<file path="config.mk">
export PLATFORM = sky130hd
export DESIGN_NAME = motor_dir_sequencer
export DESIGN_NICKNAME = d
export VERILOG_FILES = /design/src/rtl/motor_dir_sequencer.sv
export SDC_FILE = /design/constraint.sdc
export NUM_CORES = 1
export LEC_CHECK = 0
export ABC_CLOCK_PERIOD_IN_PS = 3300
export BUFFER_PORTS_ARGS = -buffer_cell sky130_fd_sc_hd__buf_2
export CAP_MARGIN = 5
export CORE_MARGIN = 3
export CORE_UTILIZATION = 47
export DETAILED_ROUTE_END_ITERATION = 8
export SLEW_MARGIN = 20
export SYNTH_ARGS = -nofsm -noshare
export SYNTH_HDL_FRONTEND = slang
export SYNTH_SLANG_ARGS = --single-unit
</file>
<file path="constraint.sdc">
create_clock -name clk -period 3.3 [get_ports clk]
set_input_delay 0.825 -clock clk [delete_from_list [all_inputs] [get_ports clk]]
set_output_delay 0.825 -clock clk [all_outputs]
set_load 0.02 [all_outputs]
</file>
<file path="src/rtl/motor_dir_sequencer.sv">
// H-bridge direction sequencer: forces brake -> dead-time -> re-enable on any
// direction change so the bridge never shoots through or reverse-plugs the motor.
module motor_dir_sequencer #(
  parameter int unsigned BRAKE_CYCLES = 10_000_000,
  parameter int unsigned DEAD_CYCLES  = 5_000_000
) (
  input  logic       clk,
  input  logic       reset,
  input  logic       pwm_in,
  input  logic [1:0] dir_req,
  output logic       pwm_en_out,
  output logic [1:0] in1_in2,
  output logic [1:0] dir_applied,
  output logic       busy
);

  localparam int unsigned MAX_CYCLES = (BRAKE_CYCLES > DEAD_CYCLES) ? BRAKE_CYCLES : DEAD_CYCLES;
  localparam int unsigned CNT_W      = $clog2(MAX_CYCLES) + 1;
  localparam logic [CNT_W-1:0] BRAKE_LOAD = CNT_W'(BRAKE_CYCLES - 1);
  localparam logic [CNT_W-1:0] DEAD_LOAD  = CNT_W'(DEAD_CYCLES - 1);

  typedef enum logic [1:0] {
    S_IDLE  = 2'd0,
    S_RUN   = 2'd1,
    S_BRAKE = 2'd2,
    S_DEAD  = 2'd3
  } state_t;

  state_t           state, state_n;
  logic [1:0]       cur_dir, cur_dir_n;
  logic [CNT_W-1:0] cnt, cnt_n;
  logic [1:0]       sync1, req_s;

  // Two-flop synchronizer for the switch inputs
  always_ff @(posedge clk or negedge reset) begin
    if (!reset) begin
      sync1 <= 2'b00;
      req_s <= 2'b00;
    end else begin
      sync1 <= dir_req;
      req_s <= sync1;
    end
  end

  always_ff @(posedge clk or negedge reset) begin
    if (!reset) begin
      state   <= S_IDLE;
      cur_dir <= 2'b00;
      cnt     <= '0;
    end else begin
      state   <= state_n;
      cur_dir <= cur_dir_n;
      cnt     <= cnt_n;
    end
  end

  // Next state: requests are only honoured in IDLE and RUN; BRAKE/DEAD run to completion
  always_comb begin
    state_n   = state;
    cur_dir_n = cur_dir;
    cnt_n     = cnt;
    case (state)
      S_IDLE: begin
        if (req_s == 2'b01 || req_s == 2'b10) begin
          state_n   = S_RUN;
          cur_dir_n = req_s;
        end
      end
      S_RUN: begin
        if (req_s != cur_dir) begin
          if (req_s == 2'b00) begin
            state_n = S_DEAD;
            cnt_n   = DEAD_LOAD;
          end else begin
            state_n = S_BRAKE;
            cnt_n   = BRAKE_LOAD;
          end
        end
      end
      S_BRAKE: begin
        if (cnt == '0) begin
          state_n = S_DEAD;
          cnt_n   = DEAD_LOAD;
        end else begin
          cnt_n = cnt - CNT_W'(1);
        end
      end
      S_DEAD: begin
        if (cnt == '0) begin
          state_n   = S_IDLE;
          cur_dir_n = 2'b00;
        end else begin
          cnt_n = cnt - CNT_W'(1);
        end
      end
      default: state_n = S_IDLE;
    endcase
  end

  // Pin decode straight from the state register so reset reaches the pins without a clock
  always_comb begin
    in1_in2     = 2'b00;
    pwm_en_out  = 1'b0;
    dir_applied = 2'b00;
    busy        = 1'b0;
    case (state)
      S_RUN: begin
        in1_in2     = cur_dir;
        pwm_en_out  = pwm_in;
        dir_applied = cur_dir;
      end
      S_BRAKE: begin
        in1_in2    = 2'b11;
        pwm_en_out = 1'b1;
        busy       = 1'b1;
      end
      S_DEAD:  busy = 1'b1;
      default: ;
    endcase
  end

endmodule

</file>
# ---- After elaboration in Yosys (flattened, before gate mapping)
# Cells that the tools add are included.
dict set report totals {
  input_bits 5
  reg_bits 33
  wordCells 44
  out_inout_bits 6
}
dict set report classes {
  eq_ne 11
  reduce_logical 10
  addsub 1
  mux 17
}
# cell n
set ops {}
lappend ops {{two-way mux 25 bit} 3}
lappend ops {{one-hot mux 25 bit (3 select lines)} 1}
lappend ops {{zero test 25 bit} 1}
lappend ops {{subtractor 25 x 1 -> 25 bit (second input constant)} 1}
lappend ops {{two-way mux 24 bit} 1}
lappend ops {{two-way mux 2 bit} 6}
lappend ops {{inequality test 2 bit (second input constant)} 5}
lappend ops {{one-hot mux 2 bit (2 select lines)} 2}
lappend ops {{one-hot mux 2 bit (4 select lines)} 1}
lappend ops {{== test 2 bit (second input constant)} 3}
lappend ops {{AND reduction 3 bit} 2}
lappend ops {{== test 2 x 1 -> 1 bit (second input constant)} 2}
lappend ops {{zero test 2 bit} 2}
lappend ops {{AND reduction 4 bit} 1}
lappend ops {{nonzero test 3 bit} 1}
lappend ops {{two-way mux 1 bit} 2}
lappend ops {{inequality test 2 bit} 1}
lappend ops {{one-hot mux 1 bit (2 select lines)} 1}
lappend ops {{nonzero test 2 bit} 1}
lappend ops {{OR reduction 2 bit} 1}
lappend ops {{logical OR 1 bit} 1}

# ---- Logic depth before layout (Yosys ltp)
# Gate-level depths: netlist of run 1.
dict set report logic_depth {
  word_depth 4
  ltp_mapped 8
  mapped_depth_nobuf 7
}

# ---- Least setup slack after synthesis of run 1
# OpenSTA, ideal clock, no wires.
dict set report synth_path {
  kind {reg-to-reg}
  from {register cnt[0]}
  to {register cnt[11]}
  setup_slack_ps 786
  arrival_time_ps 2393
  period_less_slack_ps 2514
  setup_time_ps 121
  t_required_ps 3179
  n_path_buf 1
  stages_incl_launch_ff 9
  cell_sequence {dfrtp_1 -> inv_1 -> ha_1 -> or4b_2 -> or4b_4 -> o21ai_4 -> buf_6 -> a21oi_1 -> o22a_1}
}
dict set report synth_between {
  elab_chain_cells 3
  word_cells_on_any_way 7
  classes_between {1 x add/sub; 1 x eq/ne; 3 x mux; 2 x reduce/logical}
}
# item line
set synth_lines {}
lappend synth_lines {{from (decl)} 31} ;# logic [CNT_W-1:0] cnt, cnt_n;
lappend synth_lines {{from (signal assigned)} 53} ;# cnt <= cnt_n;
lappend synth_lines {{subtractor 25 x 1 -> 25 bit or zero test 25 bit (tied branches)} n/a}
lappend synth_lines {{two-way mux 25 bit (tied with other cells)} 89} ;# if (cnt == '0) begin
lappend synth_lines {{one-hot mux 25 bit (3 select lines) or AND reduction 3 bit (tied branches)} n/a}
# Parallel ways exist; a longest one is shown, timed or not. The select of a mux whose other input is x is not followed.
# A chain may end at the register's enable or synchronous reset.

# ---- Final worst setup path of run 1
dict set report layout_path {
  from {register cnt[0]}
  to {register cnt[7]}
}
# The elaborated chain is that of the path after synthesis.

==> metrics.csv, run 1 <==
metric,value,unit
status,completed,
clk_lat worst skew,280,ps
met3 routed WL,301,um
TritonCTS clock tree,done,
P&R area growth vs syn,8.249,%
Synth Flop Type,dfrtp_1,
DRT met1 WL,2503,um
CTS buffer count,5,
switch share,47.07,%
setup TNS,0,ps
ANT cells,0,
top sig layer,met4,
DRC viols,0,
die area,5325,sq um
gr usage total,21.99,%
"Core Util, Final",54.69,%
cell mode on critical path,nor2_1,
"top cells by area, synth","dfrtp_1 39%, ha_1 4.7%, a21oi_1 3.6%",
leakage,0.9099,nW
crit-path cells,"inv_1, ha_1, or4b_2, nor4b_4, a41oi_1, nor2_1, nor2_1",
Clock Sinks,33,
Final WS setup,400.6,ps
most common cell in the netlist,dfrtp_1,
Post-Syn Area,2108,sq um
Internal,1.135,mW
routability cong.,0.8712,
# hold bufs at CTS,0,
asr flop ratio synth,100.0,%
met2 routed WL,2519,um
VDD IR max,0.4452,mV
Core Area,4173,sq um
"Setup violations, final",0,
# IOs,11,
Post-Syn Nets,232,
register area,825.8,sq um
CP max stage delay,640,ps
Max clock buf depth,2,
Root Driver,clkbuf_8,
"Slew Viols, Final",0,
Vias,1877,
Die Y,72.98,um
crit-path max FO,6,
Synth warnings,0,
Die Wd,72.98,um
1st-iter DRT viols,147,
crit path max-delay cell type,or4b_2,
share of post-route cells with drive strength above 1,16.31,%
Starting Density,50.52,%
ANT nets after route,0,
post-synth cell types,56,
clk_skew,8.442,ps
slew margin rel.,49.14,%
Comb power frac,55.2,%
Post-Synthesis Cells,219,
Pwr Density,939.2,nW/um^2
Final nets,246,
Synth area leader,dfrtp_1,
mean routed wirelength per cell,19.16,um
"Hold Vio Cnt, Final",0,
post-placement cell count,276,
largest net degree at the start of global routing,34,
IO buf count,10,
Layout Cells excl Fill,283,
Psw,1.009,mW
first drt pass iteration count,4,
H-tree depth,2,
Post-DP HPWL,3802,um
HP Class,reg2reg,
syn avg cell area,9.627,sq um
max-cap viol count,0,
Post-synth top cells,"33 x dfrtp_1, 16 x nor2_1, 15 x a21oi_1, 14 x inv_1, 11 x o21ai_0",
fmax,0.3449,GHz
DRT Wirelength,5422,um
register clock-pin slew on the reported worst setup and hold paths,70,ps
vias in the first global route,1813,
Row Count,23,
#FFs+latches synth,33,
power share of the clock group,14.3,%
Tcrit/Tclk final,87.86,%
setup repair bufs after CTS,0,
Worst setup EP type,register,
Resized cells post-CTS,0,
unrepaired setup endpoints after global routing,no,
dpl ws,460.9,ps
total congestion overflow,0,
"EDFF count, synth",0,
top-area cell type share of the netlist area,39.17,%
kind of critical path,reg2reg,
sequential fraction of the synthesis area,39.17,%
Layout fillers,391,
Reg power frac,30.5,%
initial antenna violation count,0,
Multi-input gate area,1182,sq um
Worst Max-Slew Pin Slew,762.9,ps
Worst Path Required,3460,ps
first-pass GRT wire length,8873,um
vias per std cell,6.633,
minimum clock period,2899,ps
Worst setup SP type,register,
"Arr. time, crit path",3060,ps
-- kinds of logic (layout without fill, tap and decap cells) --
group	count (synthesis)	count (layout)	share of synthesized area, %
AOI/OAI and AO/OA	78	78	26.41
xor gates and xnor gates	4	4	1.662
adders and majority gates	8	8	4.748
buffers and inverters	20	34	4.747
DFF	33	33	39.17
muxes	2	2	1.009
and+or+nand+nor	74	74	22.26
-- worst max-delay path, delay by kind of cell, from the launching register on --
family / cells / cell delay, ps
flip-flops: 1 / 410
AO/OA/AOI/OAI: 1 / 450
buffers and inverters: 1 / 90
AND/OR/NAND/NOR: 4 / 1680
adder cells (fa/ha/maj): 1 / 140
-- per-layer routing --
metal	GRT usage, %	vias to the layer above
met4	9.426	0
met5	0	-
li1	-	881
met3	5.510	12
met2	34.57	57
met1	28.70	927
-- placed cells by master, fill, tap and decap left out, types with 3 or more instances in the layout --
| master | instances |
|---|---|
| nor4_1 | 5 |
| a22o_1 | 4 |
| or3_1 | 4 |
| dfrtp_1 | 33 |
| o21a_1 | 3 |
| or4_2 | 3 |
| or4_1 | 6 |
| o22a_1 | 6 |
| buf_4 | 3 |
| o21ai_0 | 11 |
| a31oi_1 | 8 |
| o2bb2ai_1 | 3 |
| and2_1 | 3 |
| ha_1 | 8 |
| clkbuf_8 | 6 |
| nor3_1 | 8 |
| o31ai_1 | 8 |
| nor2_1 | 16 |
| nand2_1 | 7 |
| a21o_1 | 3 |
| xnor2_1 | 3 |
| inv_1 | 14 |
| a21oi_1 | 15 |
| buf_2 | 10 |
| a41oi_1 | 3 |
| nand2b_1 | 3 |
-- registers in the layout, indices dropped and copies added, names as in the netlist --
| signal | count |
|---|---|
| cnt | 25 |
| cur_dir | 2 |
| req_s | 2 |
| state | 2 |
| sync1 | 2 |
-- power by group through the flow --
stage	registers, mW	logic [mW]	clock network, mW
detailed placement	0.657	1.16	0
finish	0.654	1.18	0.306
CTS	0.651	1.18	0.314
global route	0.673	1.30	0.334
global placement	0.646	1.13	0
floorplan	0.620	0.911	0
-- layout make-up --
cell class / count / share of cell area [%]
Inverter: 14 / 2.303
Clock buffer: 7 / 3.783
Multi-Input combinational cell: 166 / 51.81
Tap cell: 50 / 2.741
Sequential cell: 33 / 36.18
Timing Repair Buffer: 13 / 3.180
-- worst paths after layout --
kind                       endpoint  slack (ps)  cells past startpoint  startpoint
setup / recovery             cnt[7]         400                      7      cnt[0]
hold / removal             req_s[0]         350                      0    sync1[0]
min in group asynchronous    cnt[4]         620                      1       reset
hold reg to reg            req_s[0]         350                      0    sync1[0]
max in group asynchronous   cnt[23]        2190                      1       reset
setup reg to reg             cnt[7]         400                      7      cnt[0]
-- stage by stage --
| step | hold slack (ps) | power (mW) | instance area, sq um |
|---|---|---|---|
| floorplan | 331.2 | 1.531 | 2108 |
| global placement | 338.0 | 1.777 | 2196 |
| finish | 354.6 | 2.144 | 2282 |
| CTS | 358.2 | 2.141 | 2282 |
| global route | 363.7 | 2.305 | 2282 |
| detailed placement | 344.3 | 1.818 | 2196 |
Power figures use the tool's default switching activity.
==> run 2, diff against run 1 <==
- ABC_CLOCK_PERIOD_IN_PS: 3300 -> 2700
- CAP_MARGIN: 5 -> default
- PLACE_DENSITY: default -> 0.71
- clock period: 3.3 -> 2.7 ns (I/O delays scaled with it)
==> metrics.csv, run 2 (synthesized netlist as in run 1, its figures left out) <==
metric,value,unit,change
Psw,1.251,mW,+24%
slew margin rel.,51.97,%,+2.8 points
H-tree depth,2,,unchanged
Reg power frac,27.3,%,-3.2 points
ANT nets after route,0,,unchanged
kind of critical path,reg2reg,,
gr usage total,20.50,%,-1.5 points
crit path max-delay cell type,or4b_2,,
Fin Hold WS,348.8,ps,-5.834 ps
Vias,1828,,-2.6%
dpl ws,84.20,ps,-376.7 ps
total power,2.850,mW,+33%
HP Class,reg2reg,,
P&R area growth vs syn,15.61,%,
"commonest non-fill, non-tap cell in the layout",dfrtp_1,,
clk_skew,5.105,ps,-3.337 ps
Root Driver,clkbuf_8,,
Layout fillers,359,,-8.2%
max-cap viol count,0,,unchanged
crit-path max FO,14,,+8
Max clock buf depth,2,,unchanged
CTS buffer count,5,,unchanged
# hold bufs at CTS,0,,unchanged
largest net degree at the start of global routing,34,,unchanged
"Slew Viols, Final",0,,unchanged
Pwr Density,1169,nW/um^2,+25%
status,completed,,
Worst Path Buf+Inv,2,,+1
Tcrit/Tclk final,96.10,%,+8.2 points
mean routed wirelength per cell,17.23,um,-10%
TritonCTS clock tree,done,,
ANT cells,0,,unchanged
VDD IR max,0.5356,mV,+20%
max reg flops,25,,unchanged
Worst Max-Slew Pin Slew,720.4,ps,-42.45 ps
DRT Wirelength,5084,um,-6.2%
Top delay family on crit path,simple AND/OR/NAND/NOR gates,,
Row Count,23,,unchanged
"Arr. time, crit path",2770,ps,-290 ps
Worst Path Required,2880,ps,-580 ps
register area,825.8,sq um,unchanged
vias per std cell,6.197,,-6.6%
leakage,0.9830,nW,+8.0%
fmax,0.3854,GHz,+12%
"Hold Vio Cnt, Final",0,,unchanged
share of post-route cells with drive strength above 1,22.45,%,+6.1 points
1st-iter DRT viols,190,,+29%
minimum clock period,2595,ps,-304.8 ps
Die Y,72.98,um,unchanged
Core Area,4173,sq um,unchanged
Die Wd,72.98,um,unchanged
Multi-input gate area,1214,sq um,+2.6%
IO buf count,10,,unchanged
Post-DP HPWL,3640,um,-4.3%
switch share,43.90,%,-3.2 points
most frequent cells in the layout,"33 x dfrtp_1, 15 x a21oi_1, 14 x inv_1, 14 x nor2_1, 12 x buf_4",,
CP max stage delay,640,ps,about the same
Starting Density,50.52,%,unchanged
setup TNS,0,ps,unchanged
Final WS setup,105.4,ps,-295.2 ps
first drt pass iteration count,5,,+1
Final nets,257,,+4.5%
crit-path cells,"inv_1, ha_1, or4b_2, or4b_4, o21ai_4, buf_6, a21oi_1, o22a_1",,
Largest Register,cnt,,
"Setup violations, final",0,,unchanged
"Core Util, Final",58.41,%,+3.7 points
die area,5325,sq um,unchanged
vias in the first global route,1721,,-5.1%
# IOs,11,,unchanged
Clock Sinks,33,,unchanged
Worst setup SP type,register,,
routability cong.,0.9478,,+8.8%
first-pass GRT wire length,8397,um,-5.4%
clk_lat worst skew,290,ps,about the same
power share of the clock group,17.2,%,+2.9 points
register clock-pin slew on the reported worst setup and hold paths,70,ps,about the same
Comb power frac,55.5,%,+0.3 points
Internal,1.599,mW,+41%
Worst setup EP type,register,,
DRC viols,0,,unchanged
total congestion overflow,0,,unchanged
initial antenna violation count,0,,unchanged
## run 2: changes by cell type in the layout (fill, tap and decap cells not counted), moves of 2 or more
cell,before,now
buf_4,3,12
nor2_1,16,14
nor2_2,0,2
buf_6,0,2
## run 2: layout make-up
class | count | area share [%]
multi-input combinational | 166 | 49.79
clock inverter | 2 | 1.540
timing repair buffer | 24 | 6.674
clock buffer | 6 | 3.388
tap | 50 | 2.567
inverter | 14 | 2.156
sequential | 33 | 33.88
## run 2: through the flow
stage / instance area [sq um] / instances
finish: 2437 / 295
global route: 2437 / 295
CTS: 2391 / 294
detailed placement: 2271 / 286
global placement: 2271 / 286
floorplan: 2108 / 219
## run 2: what timing repair did
item | in CTS | in global routing
setup endpoints to repair | 0 | 20
buffers inserted | 0 | 1
resized for setup | 0 | 8
## run 2: final timing paths
| path | slack, ps | cells past startpoint | endpoint | start |
|---|---|---|---|---|
| setup / recovery | 110 | 8 | cnt[8] | cnt[1] |
| hold / removal | 350 | 0 | req_s[0] | sync1[0] |
| setup reg to reg | 110 | 8 | cnt[8] | cnt[1] |
| hold reg to reg | 350 | 0 | req_s[0] | sync1[0] |
| max in group asynchronous | 1800 | 1 | cnt[24] | reset |
| min in group asynchronous | 440 | 1 | cur_dir[0] | reset |
## run 2: routing by layer
metal,part of all wire [%],routed length [um],GRT usage (%)
met1,50,2549,31.12
met2,44,2259,28.66
met4,1.8,89,7.377
met5,0,0,0
met3,3.7,186,4.132
## run 2: power by group through the flow
stage               sequential, mW  clock (mW)  combinational [mW]
floorplan                    0.758           0                1.11
CTS                          0.776       0.501                1.50
detailed placement           0.785           0                1.49
global placement             0.776           0                1.48
finish                       0.779       0.489                1.58
global route                 0.799       0.515                1.74
==> run 3, diff against run 2 <==
- MAX_ROUTING_LAYER: default -> met4
==> metrics.csv, run 3 (synthesized netlist as in run 1, its figures left out) <==
metric,value,unit,change
status,completed,,
Max clock buf depth,2,,unchanged
Setup crit end,cnt[8],,
DRC viols,0,,unchanged
initial antenna violation count,0,,unchanged
"Setup violations, final",0,,unchanged
# hold bufs at CTS,0,,unchanged
clk_skew,3.418,ps,-1.687 ps
register clock-pin slew on the reported worst setup and hold paths,70,ps,about the same
VDD IR max,0.5404,mV,+0.89%
"commonest non-fill, non-tap cell in the layout",dfrtp_1,,
Core Area,4173,sq um,unchanged
DRT Wirelength,5103,um,+0.37%
minimum clock period,2597,ps,+2.430 ps
Root Driver,clkbuf_8,,
Final nets,257,,unchanged
# IOs,11,,unchanged
Layout fillers,359,,unchanged
vias per std cell,6.203,,+0.11%
"Slew Viols, Final",0,,unchanged
mean routed wirelength per cell,17.30,um,+0.37%
TritonCTS clock tree,done,,
Worst R2R Start,cnt[1],,
Reg2Reg Depth,8,,unchanged
Die Wd,72.98,um,unchanged
Final WS setup,103.0,ps,-2.430 ps
total power,2.851,mW,about the same
CTS buffer count,5,,unchanged
IO buf count,10,,unchanged
Post-DP HPWL,3640,um,unchanged
slew margin rel.,51.67,%,-0.30 points
Worst setup EP type,register,,
Die Y,72.98,um,unchanged
Worst setup SP type,register,,
most frequent cells in the layout,"33 x dfrtp_1, 15 x a21oi_1, 14 x inv_1, 14 x nor2_1, 12 x buf_4",,
critical path launch point,cnt[1],,
Reg2Reg Setup Slack,100,ps,about the same
post-placement cell count,286,,unchanged
Row Count,23,,unchanged
dpl ws,84.20,ps,unchanged
ANT nets after route,0,,unchanged
"Hold Vio Cnt, Final",0,,unchanged
Pwr Density,1170,nW/um^2,about the same
Largest Register,cnt,,
routability cong.,0.9650,,+1.8%
vias in the first global route,1717,,-0.23%
Worst Max-Slew Pin Slew,724.9,ps,+4.454 ps
Vias,1830,,+0.11%
setup TNS,0,ps,unchanged
"Arr. time, crit path",2780,ps,about the same
Layout Cells excl Fill,295,,unchanged
H-tree depth,2,,unchanged
ANT cells,0,,unchanged
die area,5325,sq um,unchanged
kind of critical path,reg2reg,,
1st-iter DRT viols,161,,-15%
Tcrit/Tclk final,96.19,%,about the same
share of post-route cells with drive strength above 1,22.45,%,unchanged
crit-path max FO,14,,unchanged
clk_lat worst skew,290,ps,about the same
first-pass GRT wire length,8411,um,+0.17%
fmax,0.3851,GHz,about the same
"Core Util, Final",58.41,%,unchanged
Worst Path Required,2880,ps,about the same
Starting Density,50.52,%,unchanged
largest net degree at the start of global routing,34,,unchanged
total congestion overflow,0,,unchanged
first drt pass iteration count,4,,-1
gr usage total,21.14,%,+0.63 points
P&R area growth vs syn,15.61,%,unchanged
leakage,0.9830,nW,unchanged
register area,825.8,sq um,unchanged
HP Class,reg2reg,,
R2R Path End,cnt[8],,
max-cap viol count,0,,unchanged
Clock Sinks,33,,unchanged
Multi-input gate area,1214,sq um,unchanged
max reg flops,25,,unchanged
## run 3: cell counts in the layout (fill, tap and decap cells not counted)
Identical to the previous run, type by type.
## run 3: area by class of cell
| type | instances | area share [%] |
|---|---|---|
| tap | 50 | 2.567 |
| inverter | 14 | 2.156 |
| clock inverter | 2 | 1.540 |
| sequential | 33 | 33.88 |
| multi-input combinational | 166 | 49.79 |
| clock buffer | 6 | 3.388 |
| timing repair buffer | 24 | 6.674 |
## run 3: worst min path at each step
stage               startpoint  endpoint  slack, ps  cells after the start
finish                sync1[0]  req_s[0]        350                      0
CTS                   sync1[0]  req_s[0]        350                      0
global route          sync1[0]  req_s[0]        360                      0
global placement      sync1[1]  req_s[1]        330                      0
detailed placement    sync1[0]  req_s[0]        330                      0
floorplan             sync1[0]  req_s[0]        330                      0
## run 3: critical path, stage by stage, from the launching register on
cell and delay [ps]:
dfrtp_1 410, inv_1 80, ha_1 130, or4b_2 640
or4b_4 590, o21ai_4 200, buf_6 180, a21oi_1 60
o22a_1 200
## run 3: report_power, final
group / total [mW] / leakage (nW) / internal (mW) / switching, mW
logic: 1.58 / 0.543 / 0.659 / 0.923
clock network: 0.490 / 0.0574 / 0.300 / 0.190
registers: 0.778 / 0.382 / 0.640 / 0.138
total: 2.85 / 0.983 / 1.60 / 1.25
## run 3: metal layers
layer  vias up  part of all wire, %  track usage [%]
li1        906                    -                -
met1       881                   50            31.21
met2        37                   45            28.66
met3         6                  3.8            4.132
met4         0                  1.3            7.377
met5         -                    0                -
## run 3: through the flow
| step | hold WS [ps] | instance area [sq um] |
|---|---|---|
| floorplan | 331.2 | 2108 |
| global placement | 332.6 | 2271 |
| detailed placement | 334.7 | 2271 |
| CTS | 350.9 | 2391 |
| global route | 356.2 | 2437 |
| finish | 348.1 | 2437 |
## run 3: repair_timing
| item | 4_1_cts | 5_1_grt |
|---|---|---|
| buffers inserted | 0 | 1 |
| resized for setup | 0 | 8 |
| setup endpoints to repair | 0 | 20 |
| endpoints found under the hold margin | 0 | 0 |
